==> config.mk <==
export PLATFORM = sky130hd
export DESIGN_NAME = alu_cmd_sequencer_flat
export DESIGN_NICKNAME = d
export VERILOG_FILES = /design/src/rtl/alu_cmd_sequencer_pkg.sv /design/src/rtl/alu_cmd_sequencer_if.sv /design/src/rtl/alu_regfile.sv /design/src/rtl/alu_cmd_sequencer.sv /design/src/flat_wrapper.sv
export SDC_FILE = /design/constraint.sdc
export NUM_CORES = 1
export LEC_CHECK = 0
export CORE_MARGIN = 2
export CORE_UTILIZATION = 35
export CTS_BUF_LIST = sky130_fd_sc_hd__clkbuf_4
export CTS_CLUSTER_SIZE = 12
export DETAILED_ROUTE_END_ITERATION = 12
export HOLD_SLACK_MARGIN = 0.1
export PLACE_DENSITY = 0.5
export SLEW_MARGIN = 5
export SYNTH_ARGS = -nofsm -noshare
export SYNTH_HDL_FRONTEND = slang
export SYNTH_HIERARCHICAL = 1
export SYNTH_SLANG_ARGS = --single-unit
==> constraint.sdc <==
create_clock -name clk -period 5.8 [get_ports clk]
set_input_delay 0.87 -clock clk [delete_from_list [all_inputs] [get_ports clk]]
set_output_delay 0.87 -clock clk [all_outputs]
set_load 0.01 [all_outputs]
==> src/rtl/alu_cmd_sequencer_pkg.sv <==
// rtl/alu_cmd_sequencer_pkg.sv - shared types and constants for the ALU command sequencer
package alu_cmd_sequencer_pkg;

    localparam int WIDTH_DEF = 32;
    localparam int REGS_DEF  = 8;

    typedef enum logic [1:0] {
        IDLE  = 2'd0,
        ISSUE = 2'd1,
        RESP  = 2'd2
    } state_t;

    localparam logic [2:0] OP_AND = 3'b000;
    localparam logic [2:0] OP_OR  = 3'b001;
    localparam logic [2:0] OP_ADD = 3'b010;
    localparam logic [2:0] OP_XOR = 3'b011;
    localparam logic [2:0] OP_SUB = 3'b100;
    localparam logic [2:0] OP_SRA = 3'b101;
    localparam logic [2:0] OP_SL  = 3'b110;
    localparam logic [2:0] OP_NOR = 3'b111;

endpackage

==> src/rtl/alu_cmd_sequencer_if.sv <==
// rtl/alu_cmd_sequencer_if.sv - command, external write, ALU and result signals of the sequencer
interface alu_cmd_sequencer_if
    import alu_cmd_sequencer_pkg::*;
#(
    parameter int REGS  = REGS_DEF,
    parameter int WIDTH = WIDTH_DEF
);
    localparam int AW = $clog2(REGS);

    logic             cmd_valid;
    logic             cmd_ready;
    logic [2:0]       cmd_op;
    logic [AW-1:0]    cmd_rd;
    logic [AW-1:0]    cmd_rs1;
    logic [AW-1:0]    cmd_rs2;
    logic             wr_en;
    logic [AW-1:0]    wr_addr;
    logic [WIDTH-1:0] wr_data;
    logic [WIDTH-1:0] alu_A;
    logic [WIDTH-1:0] alu_B;
    logic [2:0]       alu_select;
    logic [WIDTH-1:0] alu_out;
    logic             res_valid;
    logic             res_ready;
    logic [WIDTH-1:0] res_data;
    logic [AW-1:0]    res_rd;
    logic             res_zero;

    modport slave (
        input  cmd_valid, cmd_op, cmd_rd, cmd_rs1, cmd_rs2,
        input  wr_en, wr_addr, wr_data, alu_out, res_ready,
        output cmd_ready, alu_A, alu_B, alu_select,
        output res_valid, res_data, res_rd, res_zero
    );

    modport master (
        output cmd_valid, cmd_op, cmd_rd, cmd_rs1, cmd_rs2,
        output wr_en, wr_addr, wr_data, alu_out, res_ready,
        input  cmd_ready, alu_A, alu_B, alu_select,
        input  res_valid, res_data, res_rd, res_zero
    );

endinterface

==> src/rtl/alu_regfile.sv <==
// rtl/alu_regfile.sv - register file, two async read ports, external write plus write-back
module alu_regfile #(
    parameter int REGS  = 8,
    parameter int WIDTH = 32,
    localparam int AW   = $clog2(REGS)
) (
    input  logic             clk,
    input  logic             rst_n,
    input  logic [AW-1:0]    i_rs1_addr,
    input  logic [AW-1:0]    i_rs2_addr,
    output logic [WIDTH-1:0] o_rs1_data,
    output logic [WIDTH-1:0] o_rs2_data,
    input  logic             i_wb_en,
    input  logic [AW-1:0]    i_wb_addr,
    input  logic [WIDTH-1:0] i_wb_data,
    input  logic             i_wr_en,
    input  logic [AW-1:0]    i_wr_addr,
    input  logic [WIDTH-1:0] i_wr_data
);

    logic [WIDTH-1:0] r_mem [REGS];

    // write-back is assigned last so it overrides an external write to the same entry
    always_ff @(posedge clk) begin
        if (!rst_n) begin
            for (int i = 0; i < REGS; i++) begin
                r_mem[i] <= '0;
            end
        end else begin
            if (i_wr_en && (i_wr_addr != '0)) begin
                r_mem[i_wr_addr] <= i_wr_data;
            end
            if (i_wb_en && (i_wb_addr != '0)) begin
                r_mem[i_wb_addr] <= i_wb_data;
            end
        end
    end

    assign o_rs1_data = (i_rs1_addr == '0) ? '0 : r_mem[i_rs1_addr];
    assign o_rs2_data = (i_rs2_addr == '0) ? '0 : r_mem[i_rs2_addr];

endmodule

==> src/rtl/alu_cmd_sequencer.sv <==
// rtl/alu_cmd_sequencer.sv - issues register-addressed commands to an external ALU and returns results
module alu_cmd_sequencer
    import alu_cmd_sequencer_pkg::*;
#(
    parameter int REGS  = REGS_DEF,
    parameter int WIDTH = WIDTH_DEF
) (
    input logic clk,
    input logic rst_n,
    alu_cmd_sequencer_if.slave bus
);

    localparam int AW = $clog2(REGS);

    state_t           r_state;
    state_t           w_state_nxt;
    logic             w_cmd_ready;
    logic             w_accept;
    logic             w_wb_en;
    logic [WIDTH-1:0] w_rs1_data;
    logic [WIDTH-1:0] w_rs2_data;
    logic [AW-1:0]    r_rd;
    logic [WIDTH-1:0] r_alu_a;
    logic [WIDTH-1:0] r_alu_b;
    logic [2:0]       r_alu_sel;
    logic [WIDTH-1:0] r_res_data;
    logic [AW-1:0]    r_res_rd;
    logic             r_res_valid;
    logic             r_res_zero;

    alu_regfile #(.REGS(REGS), .WIDTH(WIDTH)) u_regfile (
        .clk        (clk),
        .rst_n      (rst_n),
        .i_rs1_addr (bus.cmd_rs1),
        .i_rs2_addr (bus.cmd_rs2),
        .o_rs1_data (w_rs1_data),
        .o_rs2_data (w_rs2_data),
        .i_wb_en    (w_wb_en),
        .i_wb_addr  (r_rd),
        .i_wb_data  (bus.alu_out),
        .i_wr_en    (bus.wr_en),
        .i_wr_addr  (bus.wr_addr),
        .i_wr_data  (bus.wr_data)
    );

    always_ff @(posedge clk) begin
        if (!rst_n) begin
            r_state <= IDLE;
        end else begin
            r_state <= w_state_nxt;
        end
    end

    always_comb begin
        w_state_nxt = r_state;
        w_cmd_ready = 1'b0;
        w_accept    = 1'b0;
        w_wb_en     = 1'b0;
        case (r_state)
            IDLE: begin
                w_cmd_ready = rst_n;
                if (bus.cmd_valid && rst_n) begin
                    w_accept    = 1'b1;
                    w_state_nxt = ISSUE;
                end
            end
            ISSUE: begin
                w_wb_en     = 1'b1;
                w_state_nxt = RESP;
            end
            RESP: begin
                if (bus.res_ready) begin
                    w_state_nxt = IDLE;
                end
            end
            default: w_state_nxt = IDLE;
        endcase
    end

    // operands are sampled from the pre-edge register file: no bypass from a same-cycle external write
    always_ff @(posedge clk) begin
        if (!rst_n) begin
            r_rd        <= '0;
            r_alu_a     <= '0;
            r_alu_b     <= '0;
            r_alu_sel   <= '0;
            r_res_data  <= '0;
            r_res_rd    <= '0;
            r_res_valid <= 1'b0;
            r_res_zero  <= 1'b0;
        end else begin
            if (w_accept) begin
                r_alu_a   <= w_rs1_data;
                r_alu_b   <= w_rs2_data;
                r_alu_sel <= bus.cmd_op;
                r_rd      <= bus.cmd_rd;
            end
            if (r_state == ISSUE) begin
                r_res_data  <= bus.alu_out;
                r_res_zero  <= (bus.alu_out == '0);
                r_res_rd    <= r_rd;
                r_res_valid <= 1'b1;
            end else if ((r_state == RESP) && bus.res_ready) begin
                r_res_valid <= 1'b0;
            end
        end
    end

    assign bus.cmd_ready  = w_cmd_ready;
    assign bus.alu_A      = r_alu_a;
    assign bus.alu_B      = r_alu_b;
    assign bus.alu_select = r_alu_sel;
    assign bus.res_valid  = r_res_valid;
    assign bus.res_data   = r_res_data;
    assign bus.res_rd     = r_res_rd;
    assign bus.res_zero   = r_res_zero;

endmodule

==> src/flat_wrapper.sv <==
// flat-port wrapper written by rule: the top's interface ports become plain ports
module alu_cmd_sequencer_flat import alu_cmd_sequencer_pkg::*;
#(
    parameter int REGS  = REGS_DEF,
    parameter int WIDTH = WIDTH_DEF
)
  (clk, rst_n, bus_cmd_valid, bus_cmd_op, bus_cmd_rd, bus_cmd_rs1, bus_cmd_rs2, bus_wr_en, bus_wr_addr, bus_wr_data, bus_alu_out, bus_res_ready, bus_cmd_ready, bus_alu_A, bus_alu_B, bus_alu_select, bus_res_valid, bus_res_data, bus_res_rd, bus_res_zero);
  alu_cmd_sequencer_if #(.REGS(REGS), .WIDTH(WIDTH)) bus_i ();
  input logic clk;
  input logic rst_n;
  input wire logic [$bits(bus_i.cmd_valid)-1:0] bus_cmd_valid;
  input wire logic [$bits(bus_i.cmd_op)-1:0] bus_cmd_op;
  input wire logic [$bits(bus_i.cmd_rd)-1:0] bus_cmd_rd;
  input wire logic [$bits(bus_i.cmd_rs1)-1:0] bus_cmd_rs1;
  input wire logic [$bits(bus_i.cmd_rs2)-1:0] bus_cmd_rs2;
  input wire logic [$bits(bus_i.wr_en)-1:0] bus_wr_en;
  input wire logic [$bits(bus_i.wr_addr)-1:0] bus_wr_addr;
  input wire logic [$bits(bus_i.wr_data)-1:0] bus_wr_data;
  input wire logic [$bits(bus_i.alu_out)-1:0] bus_alu_out;
  input wire logic [$bits(bus_i.res_ready)-1:0] bus_res_ready;
  output wire logic [$bits(bus_i.cmd_ready)-1:0] bus_cmd_ready;
  output wire logic [$bits(bus_i.alu_A)-1:0] bus_alu_A;
  output wire logic [$bits(bus_i.alu_B)-1:0] bus_alu_B;
  output wire logic [$bits(bus_i.alu_select)-1:0] bus_alu_select;
  output wire logic [$bits(bus_i.res_valid)-1:0] bus_res_valid;
  output wire logic [$bits(bus_i.res_data)-1:0] bus_res_data;
  output wire logic [$bits(bus_i.res_rd)-1:0] bus_res_rd;
  output wire logic [$bits(bus_i.res_zero)-1:0] bus_res_zero;
  assign bus_i.cmd_valid = bus_cmd_valid;
  assign bus_i.cmd_op = bus_cmd_op;
  assign bus_i.cmd_rd = bus_cmd_rd;
  assign bus_i.cmd_rs1 = bus_cmd_rs1;
  assign bus_i.cmd_rs2 = bus_cmd_rs2;
  assign bus_i.wr_en = bus_wr_en;
  assign bus_i.wr_addr = bus_wr_addr;
  assign bus_i.wr_data = bus_wr_data;
  assign bus_i.alu_out = bus_alu_out;
  assign bus_i.res_ready = bus_res_ready;
  assign bus_cmd_ready = bus_i.cmd_ready;
  assign bus_alu_A = bus_i.alu_A;
  assign bus_alu_B = bus_i.alu_B;
  assign bus_alu_select = bus_i.alu_select;
  assign bus_res_valid = bus_i.res_valid;
  assign bus_res_data = bus_i.res_data;
  assign bus_res_rd = bus_i.res_rd;
  assign bus_res_zero = bus_i.res_zero;
  alu_cmd_sequencer #(.REGS(REGS), .WIDTH(WIDTH)) u_core (.clk(clk), .rst_n(rst_n), .bus(bus_i));
endmodule
==> results.py, run 1 <==
metrics = {
    "pwr": {
        "leakage_nw": 8.456,
        "finalPower_mw": 5.926,
        "ir_drop_mv": 0.1077,
        "power_density_nw_per_um2": 258.8,
    },
    "place": {
        "pre_cts_ws_ns": 1.773,
        "io_buffers": 188,
        "place_hpwl_um": 43510,
        "globalplace.congestion": 0.8482,
    },
    "synthesis": {
        "ys_warn_count": 6,
        "synth_top_area_share_pct": 34.64,
        "yosys.cell_types.count": 49,
        "synth-seq-area-share_pct": 45.88,
        "ys_ff_latch": 333,
        "synth_area_leader_cell": "edfxtp_1",
        "synthTopCellsByArea": "edfxtp_1 35%, dfxtp_1 11%, mux2_2 7.6%",
        "syn_avg_cell_area_um2": 10.96,
        "synthesis.nets": 1856,
        "syn_inst": 1772,
        "netlist_area_um2": 19420,
    },
    "global_routing": {
        "grt_util_all_layers_pct": 25.64,
        "grtUsageMet3_pct": 5.336,
        "antenna_found_initial": 6,
        "grt_pass1_wl_um": 108000,
        "use_met2_pct": 40.75,
        "grt_max_degree": 89,
        "overflow": 0,
        "use_met1_pct": 34.08,
        "grt_pass1_vias": 16480,
        "grt_busiest_layer": "met2",
    },
    "sta": {
        "fin_ws_ns": 2.192,
        "tightest_slew_ns": 1.108,
        "setup_viol": 0,
        "post-route-period-util_pct": 62.21,
        "worst_hold_slack_ns": 0.4610,
        "post-route-min-period_ns": 3.608,
        "finalClockSkew_ns": 0.04257,
        "rsz0062_at_grt": "no",
        "maxSlewViolCount": 0,
        "hold_viol": 0,
        "max_freq_mhz": 277.1,
        "tns_ns": 0,
        "max_slew_margin_pct": 26.16,
    },
    "final_layout": {
        "area_growth_syn_to_layout_pct": 17.93,
        "seq_area_um2": 8909,
        "fillCellCount": 5397,
        "postLayoutCoreUtil_pct": 41.65,
        "drive_above_1_share_pct": 30.50,
        "multi_input_area_um2": 9443,
        "nNetsFinal": 2001,
    },
    "clock_network": {
        "cts_buffers": 100,
        "clk_latency_ns": 0.87,
        "clk_path_buf_depth": 3,
        "cts_tree": "yes",
        "path_clk_slew_ns": 0.06,
        "ctsResizeCount": 0,
        "post_cts_buffers": 0,
        "cts.sinks": 333,
        "htreeDepth": 3,
        "cts_root_buf": "clkbuf_4",
        "postCtsHoldBufs": 0,
    },
    "critical_path": {
        "start_kind": "register",
        "cp.arrival_ns": 4.11,
        "cp_max_fo": 39,
        "required_ns": 6.30,
        "path_class": "register to register",
        "crit_path_end_kind": "register",
    },
    "route": {
        "routed_wl_um": 74120,
        "drc_errors": 0,
        "ant_nets": 0,
        "vias": 16140,
        "viasPerCell": 5.866,
        "drtIter0Drc": 1456,
        "dr.pass1.iters": 7,
        "wl_per_cell_um": 26.93,
    },
    "floorplanning": {
        "core_um2": 54990,
        "die_h_um": 239.5,
        "die-area_um2": 57380,
        "die_w_um": 239.5,
        "rows": 86,
        "start_util_pct": 35.31,
        "io_pins": 189,
    },
    "run_status": {
        "status": "finished clean",
    },
    "run": {
        "maxCapViolations": 0,
    },
    "worst_hold_path": {
        "min_path_type": "register to register",
    },
}
through the flow:
| step | instance area, um^2 | instances |
|---|---|---|
| global route | 22900 | 2752 |
| global placement | 21570 | 2563 |
| finish | 22900 | 2752 |
| detailed placement | 21570 | 2563 |
| CTS | 22900 | 2751 |
| floorplan | 19420 | 1772 |
cell families after synthesis:
| logic type | share of synthesized area (%) |
|---|---|
| buf+inv | 5.883 |
| mux | 16.44 |
| simple gates | 15.48 |
| compound gates | 16.32 |
| flops | 45.88 |
worst max-delay path, stage by stage, from the launching register on:
cell	delay, ns
dfxtp_1	0.34
nand2b_2	0.18
buf_4	0.28
inv_4	0.51
and3_4	0.51
and3_4	0.77
a311o_1	0.23
buf_4	0.36
where the power goes:
part	leakage [nW]	total [mW]	internal [mW]	switching, mW
Clock	0.801	2.38	1.26	1.12
Combinational	4.44	0.835	0.313	0.523
Sequential	3.22	2.71	2.64	0.0690
Yosys cell counts (all sizes together):
cell / count
a21boi: 105
nand3: 197
nor4b: 1
a311o: 2
nand2: 215
and3: 100
nand4bb: 1
and3b: 2
a31o: 32
nor3b: 1
mux2: 160
a221oi: 124
clkbuf: 97
nand2b: 1
a22o: 2
a21oi: 4
a31oi: 2
dfxtp: 109
mux2i: 128
nor3: 2
buf: 97
nand3b: 2
and2: 5
a211o: 3
nor2b: 9
nor4: 6
o31ai: 33
nor2: 35
inv: 6
edfxtp: 224
nand4: 1
o21ai: 66
layout by cell type (no fill, tap or decap), types with 23 or more instances in the layout:
cell,synthesis,final
a221oi_1,124,124
clkinv_1,0,23
mux2i_1,128,128
nor2_1,35,35
nand2_2,89,89
edfxtp_1,224,224
nand2_1,126,126
a31o_2,32,32
mux2_4,29,29
buf_4,17,51
clkdlybuf4s50_1,0,184
and3_1,98,97
clkbuf_4,1,156
o21ai_0,66,66
o31ai_1,32,32
mux2_2,131,131
nand3_1,196,196
a21boi_2,89,89
dfxtp_1,109,109
area by class of cell:
| type | count | area share [%] |
|---|---|---|
| Sequential cell | 333 | 38.90 |
| Timing Repair Buffer | 237 | 9.824 |
| Tap cell | 748 | 4.087 |
| Clock buffer | 156 | 5.114 |
| Clock inverter | 32 | 0.6611 |
| Inverter | 6 | 0.1639 |
| Multi-Input combinational cell | 1239 | 41.24 |
| Antenna cell | 1 | 0.01093 |
worst paths after layout:
path	from	to	slack, ns	cells past startpoint
worst max-delay path	u_core/r_state[1]	u_core/u_regfile/r_mem[7][8]	2.19	7
worst min-delay path	u_core/bus.alu_A[28]	u_core/bus.alu_A[28]	0.46	2
worst max register to register	u_core/r_state[1]	u_core/u_regfile/r_mem[7][8]	2.19	7
worst min register to register	u_core/bus.alu_A[28]	u_core/bus.alu_A[28]	0.46	2
per-layer routing:
metal | routed length [um] | vias to the layer above
met5 | 11 | -
li1 | - | 7109
met4 | 2098 | 2
met1 | 31630 | 8059
met3 | 6410 | 146
met2 | 33970 | 826
flip-flops by register name (all words and copies together) (netlist names):
register                count
u_core/u_regfile/r_mem    224
u_core/bus.alu_A           32
u_core/bus.alu_B           32
u_core/bus.res_data        32
u_core/bus.alu_select       3
u_core/bus.res_rd           3
u_core/r_rd                 3
u_core/r_state              2
u_core/bus.res_valid        1
u_core/bus.res_zero         1
Note: power is estimated with default switching activity, not from simulation.
==> run 2, diff against run 1 <==
Clock period 5.8 ns to 3.45 ns, I/O delays scaled along.
==> run 2 against run 1 <==
Via count grew 0.80%. Sequential share of layout area shrank 0.73 points. Global-route usage shrank 0.20 points. Cell area grew 1.9%. First-iteration DRC count shrank 5.6%. Count of clock-buffer cells in the layout grew 8. Wire length shrank 0.65%. Hold slack lost 0.21 ns. Total power grew 70%. Die area is the same. Utilization grew 0.80 points. Clock power grew 71%. Highest routed layer unchanged.
==> results.py, run 2 (synthesis gave the netlist of run 1 again) <==
metrics = {
    "global_routing": {
        "overflow": 0,
        "grt_pass1_vias": 16460,
        "antenna_found_initial": 4,
        "use_met2_pct": 40.03,
        "grt_pass1_wl_um": 107700,
        "grt_busiest_layer": "met2",
        "grt_max_degree": 72,
        "grtUsageMet3_pct": 5.901,
        "grt_util_all_layers_pct": 25.44,
        "use_met1_pct": 33.70,
    },
    "clock_network": {
        "cts_buffers": 101,
        "cts_root_buf": "clkbuf_4",
        "path_clk_slew_ns": 0.05,
        "clk_latency_ns": 0.87,
        "post_cts_buffers": 0,
        "htreeDepth": 3,
        "cts.sinks": 333,
        "clk_path_buf_depth": 3,
        "cts_tree": "yes",
    },
    "place": {
        "placedCellCount": 2608,
        "globalplace.congestion": 0.8359,
        "io_buffers": 188,
        "dpl_cell_area_um2": 21970,
        "pre_cts_ws_ns": 0.5535,
        "place_hpwl_um": 46230,
    },
    "pwr": {
        "ir_drop_mv": 0.2302,
        "leakage_nw": 8.722,
        "power_density_nw_per_um2": 431.3,
    },
    "route": {
        "wl_per_cell_um": 26.30,
        "drtIter0Drc": 1374,
        "vias": 16270,
        "ant_nets": 0,
        "routed_wl_um": 73630,
        "dr.pass1.iters": 6,
        "drc_errors": 0,
        "viasPerCell": 5.811,
    },
    "final_layout": {
        "drive_above_1_share_pct": 32.08,
        "nNetsFinal": 2048,
        "layout_common_cells": "224 x edfxtp_1, 196 x nand3_1, 184 x clkdlybuf4s50_1",
        "fin_cells": 2800,
        "design_area_um2": 23340,
        "final_common_cell": "edfxtp_1",
        "regMostFlops": "u_core/u_regfile/r_mem",
        "largest_reg_flops": 224,
        "area_growth_syn_to_layout_pct": 20.20,
    },
    "run": {
        "maxCapViolations": 0,
    },
    "sta": {
        "max_slew_margin_pct": 17.50,
        "hold_viol": 0,
        "tightest_slew_ns": 1.226,
        "max_freq_mhz": 315.9,
        "rsz0062_at_grt": "no",
        "finalClockSkew_ns": 0.04377,
        "post-route-min-period_ns": 3.166,
        "fin_ws_ns": 0.2842,
        "worst_hold_slack_ns": 0.2493,
        "maxSlewViolCount": 0,
        "setup_viol": 0,
        "tns_ns": 0,
        "post-route-period-util_pct": 91.76,
    },
    "critical_path": {
        "cp_slowest_cell": "clkdlybuf4s50_1",
        "crit_path_end_kind": "output port",
        "path_class": "input pin to output port",
        "critical-path-top-delay-family": "buffers and inverters",
        "critical-path-max-stage-delay_ns": 0.56,
        "cp_max_fo": 53,
        "start_kind": "input pin",
        "cp.arrival_ns": 2.65,
        "required_ns": 2.93,
        "critPathBufInv": 4,
        "crit_chain": "dlygate4sd3_1 > buf_4 > buf_6 > nor3b_1 > clkdlybuf4s50_1",
    },
    "worst_hold_path": {
        "min_path_type": "input pin to register",
    },
    "floorplanning": {
        "rows": 86,
        "die_h_um": 239.5,
        "start_util_pct": 35.31,
        "die-area_um2": 57380,
        "die_w_um": 239.5,
        "io_pins": 189,
        "core_um2": 54990,
    },
    "run_status": {
        "status": "finished clean",
    },
}
## run 2: cell count changes in the layout (fill, tap and decap cells not counted), sizes merged
cell,change
clkbuf,+8
dlygate4sd3,+1
clkinv,-5
inv,-1
buf,+45
## run 2: what timing repair did
action / CTS / global route
hold buffers: 1 / 0
endpoints found under the setup margin: 0 / 1
endpoints found under the hold margin: 13 / 0
gates resized for setup: 0 / 1
## run 2: path summary, 6_finish.rpt
path	cells after the start	endpoint	slack (ns)	from
min reg2reg	2	u_core/bus.alu_A[21]	0.46	u_core/bus.alu_A[21]
min	3	u_core/bus.alu_select[2]	0.25	bus_cmd_op[2]
max reg2reg	7	u_core/u_regfile/r_mem[4][9]	1.01	u_core/r_state[1]
max	5	bus_cmd_ready	0.28	rst_n
## run 2: power breakdown
group | switching, mW | internal, mW
combinational | 0.885 | 0.562
clock | 1.86 | 2.21
sequential | 0.107 | 4.44
total | 2.85 | 7.21
## run 2: metrics by stage
| step | util (%) | power (mW) |
|---|---|---|
| detailed placement | 39.95 | 6.068 |
| finish | 42.45 | 10.07 |
| global route | 42.45 | 10.51 |
| floorplan | - | 5.392 |
| CTS | 42.44 | 10.19 |
| global placement | 39.95 | 6.054 |
## run 2: layout make-up
type                            instances  area, um^2
Fill cell                            5320       31650
Multi-Input combinational cell       1239        9435
Sequential cell                       333        8909
Timing Repair Buffer                  283        2664
Clock buffer                          164        1231
Tap cell                              748       935.9
Clock inverter                         26       125.1
Inverter                                6       37.54
Antenna cell                            1       2.502
## run 2: tightest hold or removal path, stage by stage
cell             delay [ns]
clkdlybuf4s50_1        0.41
nand2_2                0.06
a21boi_2               0.04
## run 2: metal layers
metal | vias up | wire length [um] | share of wire (%)
met1 | 8045 | 31240 | 42
met5 | - | 26 | 0.035
met2 | 875 | 33680 | 46
li1 | 7202 | - | -
met4 | 4 | 2354 | 3.2
met3 | 145 | 6328 | 8.6
==> run 3, diff against run 2 <==
Settings changed: SKIP_CTS_REPAIR_TIMING from default to 1.
==> run 3 against run 2 <==
Sequential power hardly changed. Clock skew hardly changed. Final cell count hardly changed. Count of clock-buffer cells in the layout stayed put. Global-route usage hardly changed. Cell area hardly changed. Critical path type unchanged. Highest routed layer unchanged.
==> results.py, run 3 (synthesis gave the netlist of run 1 again) <==
metrics = {
    "global_routing": {
        "grt_max_degree": 72,
        "overflow": 0,
        "antenna_found_initial": 4,
        "grt_pass1_wl_um": 107600,
        "grt_util_all_layers_pct": 25.44,
        "grt_pass1_vias": 16460,
    },
    "clock_network": {
        "path_clk_slew_ns": 0.07,
        "cts_root_buf": "clkbuf_4",
        "cts_tree": "yes",
        "cts.sinks": 333,
        "clk_path_buf_depth": 3,
        "cts_buffers": 101,
        "htreeDepth": 3,
        "clk_latency_ns": 0.87,
    },
    "route": {
        "dr.pass1.iters": 6,
        "drtIter0Drc": 1440,
        "routed.top_layer": "met5",
        "viasPerCell": 5.821,
        "vias": 16290,
        "ant_nets": 0,
        "routed_wl_um": 73700,
        "route.met3.wl_um": 6217,
        "wl_met1_um": 31290,
        "wl_met2_um": 33840,
        "wl_per_cell_um": 26.33,
        "drc_errors": 0,
    },
    "sta": {
        "tightest_slew_ns": 1.251,
        "post-route-period-util_pct": 79.65,
        "post-route-min-period_ns": 2.748,
        "max_slew_margin_pct": 15.86,
        "max_freq_mhz": 363.9,
        "setup_viol": 0,
        "maxSlewViolCount": 0,
        "rsz0062_at_grt": "no",
        "finalClockSkew_ns": 0.04377,
        "hold_viol": 0,
        "tns_ns": 0,
    },
    "floorplanning": {
        "die-area_um2": 57380,
        "die_w_um": 239.5,
        "die_h_um": 239.5,
        "io_pins": 189,
        "start_util_pct": 35.31,
        "rows": 86,
        "core_um2": 54990,
    },
    "critical_path": {
        "critical-path-max-stage-delay_ns": 0.57,
        "critPathLaunch": "rst_n",
        "path_class": "input pin to output port",
        "crit_path_end_kind": "output port",
        "start_kind": "input pin",
        "rr_startpoint": "u_core/r_rd[1]",
        "r2r_cells": 5,
        "r2r-end": "u_core/u_regfile/r_mem[3][14]",
        "cp_max_fo": 53,
        "cp.arrival_ns": 2.23,
        "rrSetupSlack_ns": 1.00,
        "crit_top_cell": "buf_4",
        "cp_slowest_cell": "buf_4",
        "required_ns": 2.93,
        "crit_chain": "buf_4 > buf_4 > nor3b_1 > clkdlybuf4s50_1",
    },
    "pwr": {
        "switchingPower_mw": 2.856,
        "internal_power_mw": 7.211,
        "p_comb_share_pct": 14.4,
        "p_clk_share_pct": 40.5,
        "share_seq_of_total_power_pct": 45.2,
        "power_density_nw_per_um2": 431.6,
        "leakage_nw": 8.717,
        "finalPower_mw": 10.07,
        "p_sw_share_pct": 28.37,
        "ir_drop_mv": 0.2311,
    },
    "place": {
        "placedCellCount": 2608,
        "globalplace.congestion": 0.8359,
        "io_buffers": 188,
        "dpl_cell_area_um2": 21970,
        "place_hpwl_um": 46230,
    },
    "final_layout": {
        "nNetsFinal": 2047,
        "regMostFlops": "u_core/u_regfile/r_mem",
        "postLayoutCoreUtil_pct": 42.42,
        "final_common_cell": "edfxtp_1",
        "layout_common_cells": "224 x edfxtp_1, 196 x nand3_1, 184 x clkdlybuf4s50_1",
        "fin_cells": 2799,
        "area_growth_syn_to_layout_pct": 20.13,
        "design_area_um2": 23330,
        "largest_reg_flops": 224,
        "drive_above_1_share_pct": 32.10,
    },
    "worst_hold_path": {
        "min_path_type": "input pin to register",
        "worstHoldStart": "rst_n",
        "whs_endpoint": "u_core/bus.res_data[0]",
        "min_path_cells": 2,
    },
    "run_status": {
        "status": "finished clean",
    },
    "run": {
        "maxCapViolations": 0,
    },
}
run 3: changes by cell type in the layout (fill, tap and decap cells not counted):
cell | before | now
buf_4 | 90 | 91
buf_6 | 1 | 0
dlygate4sd3_1 | 1 | 0
run 3: layout make-up:
type,instances,area (um^2)
fillers,5323,31660
clock buffers,164,1231
repair buffers,282,2650
inverters,6,37.54
clock inverters,26,125.1
diodes,1,2.502
well taps,748,935.9
flip-flops and latches,333,8909
multi-input cells,1239,9435
run 3: how the worst max path moves through the flow:
stage	slack (ns)	endpoint
after floorplan	0.66	u_core/u_regfile/r_mem[7][0]
after detailed placement	0.55	u_core/bus.res_zero
final	0.70	bus_cmd_ready
after global placement	0.53	u_core/bus.res_zero
after CTS	0.64	bus_cmd_ready
after global routing	0.56	bus_cmd_ready
run 3: per-stage QoR:
stage	hold WS [ns]	setup WS [ns]
finish	0.1322	0.7022
global route	0.1074	0.5567
CTS	0.06174	0.6372
detailed placement	0.4510	0.5535
global placement	0.4506	0.5296
floorplan	0.4502	0.6624
run 3: routing by layer:
metal  vias up  track usage, %
li1       7200               -
met4         4           10.21
met5         -               0
met2       865           40.03
met1      8074           33.70
met3       150           5.901
run 3: critical path: cells and delay by family:
kind,cells,cell delay (ns)
buffers and inverters,3,1.47
and+or+nand+nor,1,0.24
run 3: power by group through the flow:
stage | clock network, mW | registers (mW) | logic, mW
final | 4.07 | 4.55 | 1.45
after global routing | 4.42 | 4.57 | 1.53
after CTS | 4.20 | 4.55 | 1.44
after floorplan | 0 | 4.63 | 0.767
after global placement | 0 | 4.63 | 1.43
after detailed placement | 0 | 4.63 | 1.44
